--- src/rtl/scoreboard_regfile.sv ---
// Register file with constant low registers, optional write-back bypass and a
// per-register pending-write scoreboard for RAW hazard detection.
module scoreboard_regfile #(
  parameter int unsigned WIDTH   = 16,
  parameter int unsigned ADDRW   = 6,
  parameter int unsigned NCONST  = 4,
  parameter int unsigned MAXPEND = 3,
  parameter int unsigned BYPASS  = 1
) (
  input  logic             clock,
  input  logic             reset,
  input  logic [ADDRW-1:0] s_addr,
  input  logic [ADDRW-1:0] d_addr,
  output logic [WIDTH-1:0] s_data,
  output logic [WIDTH-1:0] d_data,
  output logic             s_busy,
  output logic             d_busy,
  input  logic             issue_en,
  input  logic [ADDRW-1:0] issue_addr,
  output logic             issue_ok,
  input  logic             wb_en,
  input  logic [ADDRW-1:0] wb_addr,
  input  logic [WIDTH-1:0] wb_data,
  input  logic             flush,
  output logic             sb_error
);

  localparam int unsigned NREGS = 1 << ADDRW;
  localparam int unsigned CNTW  = $clog2(MAXPEND + 1);
  localparam logic [CNTW-1:0] CNT_MAX = CNTW'(MAXPEND);
  localparam logic [CNTW-1:0] CNT_ONE = CNTW'(1);

  logic [WIDTH-1:0] regs       [NREGS];
  logic [CNTW-1:0]  counts     [NREGS];
  logic [CNTW-1:0]  nextCounts [NREGS];
  logic             errSetC;

  function automatic logic isConst(input logic [ADDRW-1:0] a);
    return 32'(a) < NCONST;
  endfunction

  function automatic logic [WIDTH-1:0] constVal(input logic [ADDRW-1:0] a);
    case (32'(a))
      0:       return '0;
      1:       return WIDTH'(1);
      2:       return {1'b1, {(WIDTH-1){1'b0}}};
      default: return '1;
    endcase
  endfunction

  // Returns {busy, data}; a same-cycle write-back retires one pending write.
  function automatic logic [WIDTH:0] readPort(input logic [ADDRW-1:0] a);
    if (isConst(a)) begin
      return {1'b0, constVal(a)};
    end
    if (BYPASS != 0 && wb_en && wb_addr == a) begin
      return {(counts[a] > CNT_ONE) || (counts[a] == CNT_ONE && issue_en && issue_addr == a),
              wb_data};
    end
    return {counts[a] != '0, regs[a]};
  endfunction

  always_comb {s_busy, s_data} = readPort(s_addr);
  always_comb {d_busy, d_data} = readPort(d_addr);

  assign issue_ok = isConst(issue_addr) || (counts[issue_addr] != CNT_MAX);

  // Register storage; constant slots are never written and read from constVal.
  always_ff @(posedge clock or negedge reset) begin
    if (!reset) begin
      for (int i = 0; i < int'(NREGS); i++) regs[i] <= '0;
    end else if (wb_en && !isConst(wb_addr)) begin
      regs[wb_addr] <= wb_data;
    end
  end

  // Scoreboard next state: flush clears all, issue/write-back saturate at both ends.
  always_comb begin
    errSetC = 1'b0;
    for (int i = 0; i < int'(NREGS); i++) begin
      nextCounts[i] = counts[i];
      if (flush) begin
        nextCounts[i] = '0;
      end else if (i >= int'(NCONST)) begin
        if (issue_en && issue_addr == ADDRW'(i) && !(wb_en && wb_addr == ADDRW'(i))) begin
          if (counts[i] == CNT_MAX) errSetC = 1'b1;
          else                      nextCounts[i] = counts[i] + CNT_ONE;
        end else if (wb_en && wb_addr == ADDRW'(i) && !(issue_en && issue_addr == ADDRW'(i))) begin
          if (counts[i] == '0) errSetC = 1'b1;
          else                 nextCounts[i] = counts[i] - CNT_ONE;
        end
      end
    end
  end

  always_ff @(posedge clock or negedge reset) begin
    if (!reset) begin
      for (int i = 0; i < int'(NREGS); i++) counts[i] <= '0;
    end else begin
      counts <= nextCounts;
    end
  end

  always_ff @(posedge clock or negedge reset) begin
    if (!reset)       sb_error <= 1'b0;
    else if (errSetC) sb_error <= 1'b1;
  end

endmodule

--- config.mk ---
export PLATFORM = sky130hd
export DESIGN_NAME = scoreboard_regfile
export DESIGN_NICKNAME = d
export VERILOG_FILES = /design/src/rtl/scoreboard_regfile.sv
export SDC_FILE = /design/constraint.sdc
export NUM_CORES = 2
export LEC_CHECK = 0
export CORE_MARGIN = 5
export CORE_UTILIZATION = 46
export CTS_CLUSTER_DIAMETER = 40
export DETAILED_ROUTE_END_ITERATION = 10
export DONT_BUFFER_PORTS = 1
export PLACE_DENSITY_LB_ADDON = 0.08
export SETUP_SLACK_MARGIN = 0.5
export SYNTH_ARGS = -nofsm -noshare
export SYNTH_HDL_FRONTEND = slang
export SYNTH_SLANG_ARGS = --single-unit
--- constraint.sdc ---
create_clock -name clock -period 4.1 [get_ports clock]
set_input_delay 0.615 -clock clock [delete_from_list [all_inputs] [get_ports clock]]
set_output_delay 0.615 -clock clock [all_outputs]
set_load 0.005 [all_outputs]
==> metrics <==
Finished Layout Cells=between 7000 and 8000; Hold WS=0.0546 ns; Unique masters post-synth=65; crit path max fanout=a little under 300; Pwr Density=between 400 and 500 nW/um^2; share of layout cells above drive strength 1=between 30 and 40%; grt ovf=0; Worst EP arrival=3.22 ns; Reg2Reg Launch Point=counts[118]; Hold Crit Start=flush; PortBufs=0; CTS tree=yes; slew margin rel.=between 7 and 8%; post-synthesis sequential area ratio=about 44%; Synth area leaders=dfrtp_1 44%, mux4_2 24%, mux2_2 13%; worst reg2reg path depth=6; worst min-delay path category=in -> reg; drt wl/cell=33.1 um; syn_nets=about 5400; Chip Width=388 um; Most used DFF post-synth=dfrtp_1; die height=388 um; Initial Util=46.4%; max_cap viols=0; worst skew pair latency=0.81 ns; RSZ-0062 raised after global routing=yes; final core utilization=52.6%; Critical Path Source Type=input port; Area after DPL=67000 sq um; Syn Inst Count=5358; synthesis-stage register bit count=between 1000 and 1500; Synth async-reset ratio=100%; H-tree depth=4; Final period util=93.6%; crit path time final=roughly 3.8 ns; via count=47200; clk buf depth=3; Worst Tran Pin Value=roughly 1.4 ns; largest net degree at the start of global routing=292; GR Util All Layers=a little under a third; P_leak=approximately 33 nW; full die area=151000 sq um; Synth top cells by count=1145 x dfrtp_1, 956 x nand2_1, 741 x mux2_2, 709 x mux4_2, 447 x clkbuf_1; final hold violation count=0; worst IR drop on VDD=~0.00037 V; detailed-route DRC error count=0; R2R setup slack=1.19 ns; dpl cells=6764; Yosys top cell area share=43.6%; CP required=3.48 ns; CTS clk-pin slew, worst paths=approximately 0.04 ns; initial antenna violation count=4; drt total wl=around 240000 um; Post-synth EDFFs=0; hold endpoint=sb_error; area leader, netlist=dfrtp_1; Final setup viols=0; CTS Root Cell=clkbuf_16; mapped cell area=65700 sq um; Highest Clock Rate=around 260 MHz; fin nets=between 5000 and 6000; worst setup path class=in -> out; first-pass GRT wire length=341000 um; first-iteration detailed-routing DRC count=4703; Slew Viols, Final=0; fill count=between 10000 and 15000; Post-DP HPWL=132000 um; post-layout instance area=74500 sq um; drt pass-1 iters=6; syn_area_per_cell=~12 sq um; total CTS buffers=180; area delta synth->final=13.4%; Crit. End Element=output pin; Ys Warns=0; Cell Rows=138; R2R Path End=sb_error; cell with the most instances after synthesis=dfrtp_1; routability congestion estimate=0.932; via/cell ratio=6.60; IO Pins=81; CTS Sinks=1145; Worst Skew=0.0321 ns; hold depth=2; vias in the first global route=46500; status=finished, final reports clean; post-route setup TNS=0 ns; core area=142000 sq um; final antenna-violating net count=0
## flip-flops by register name (all words and copies together), names as in the netlist
signal    count
regs       1024
counts      120
sb_error      1
## how the worst max path moves through the flow
stage              start   endpoint  slack [ns]
3_5_place_dp   d_addr[1]  d_data[6]        0.41
3_3_place_gp   d_addr[0]  d_data[6]        0.35
6_report       d_addr[0]  d_data[3]        0.26
4_1_cts        regs[963]  d_data[3]        0.38
2_1_floorplan  s_addr[0]  s_data[1]        0.67
5_1_grt        d_addr[0]  d_data[3]        0.31
## kinds of logic (layout without fill, tap and decap cells)
group	after synthesis	in the layout	synth area share, %
simple gates	1562	1562	10.5
other cells	0	1	0
xor+xnor	24	24	0.320
mux	1469	1469	37.3
flops	1145	1145	43.6
buf+inv	633	531	3.79
compound gates	525	525	4.54
## cell type report
class / count / area [sq um] / area share, %
flip-flops and latches: 1145 / 28700 / 38.5
diodes: 1 / 2.50 / 0.00336
repair buffers: 192 / 1960 / 2.64
clock inverters: 108 / 1400 / 1.88
well taps: 1890 / 2360 / 3.17
inverters: 6 / 22.5 / 0.0302
clock buffers: 225 / 4950 / 6.64
multi-input cells: 3580 / 35100 / 47.1
## metal layers
layer	vias up	GRT usage [%]	wire, um	part of all wire, %
met5	-	0	0	0
met4	0	14.0	12100	5.1
met3	484	7.26	20700	8.8
met2	2220	46.4	106000	45
met1	25100	43.7	97200	41
li1	19400	-	-	-
## critical path, stage by stage
cell     delay, ns
mux4_2        0.81
mux4_2        0.57
mux2_4        0.32
nand2_4       0.07
a31oi_4       0.08
buf_6         0.17
buf_6         0.11
## metrics by stage
stage                     total power [W]  setup WS (ns)
final                              0.0341          0.264
after global routing               0.0353          0.309
after CTS                          0.0342          0.382
after detailed placement           0.0179          0.405
after global placement             0.0178          0.348
after floorplan                    0.0169          0.665
## report_power, final
part	internal (W)	leakage (nW)	switching (W)	total, W
Combinational	0.00273	14.3	0.00189	0.00462
Clock	0.00997	3.05	0.00597	0.0159
Sequential	0.0126	15.3	0.000915	0.0135
## timing repair
item,4_1_cts,5_1_grt
endpoints found under the hold margin,1147,0
hold buffers,20,0
gates resized for setup,67,56
setup buffers,12,17
cloned,0,0
pin swaps,7,25
endpoints found under the setup margin,27,31
## cell usage in the layout, fill, tap and decap left out, drive strengths merged, types with 31 or more instances in the layout
cell and instances:
nor2 245, a211oi 36, a21oi 228, and2 54, dfrtp 1145, nand2 956
nand3 55, nor4 42, mux4 709, clkinv 44, buf 188, clkbuf 225
nor3 31, o21ai 157, nand4 56, mux2 741
Note: power is estimated with default switching activity, not from simulation.
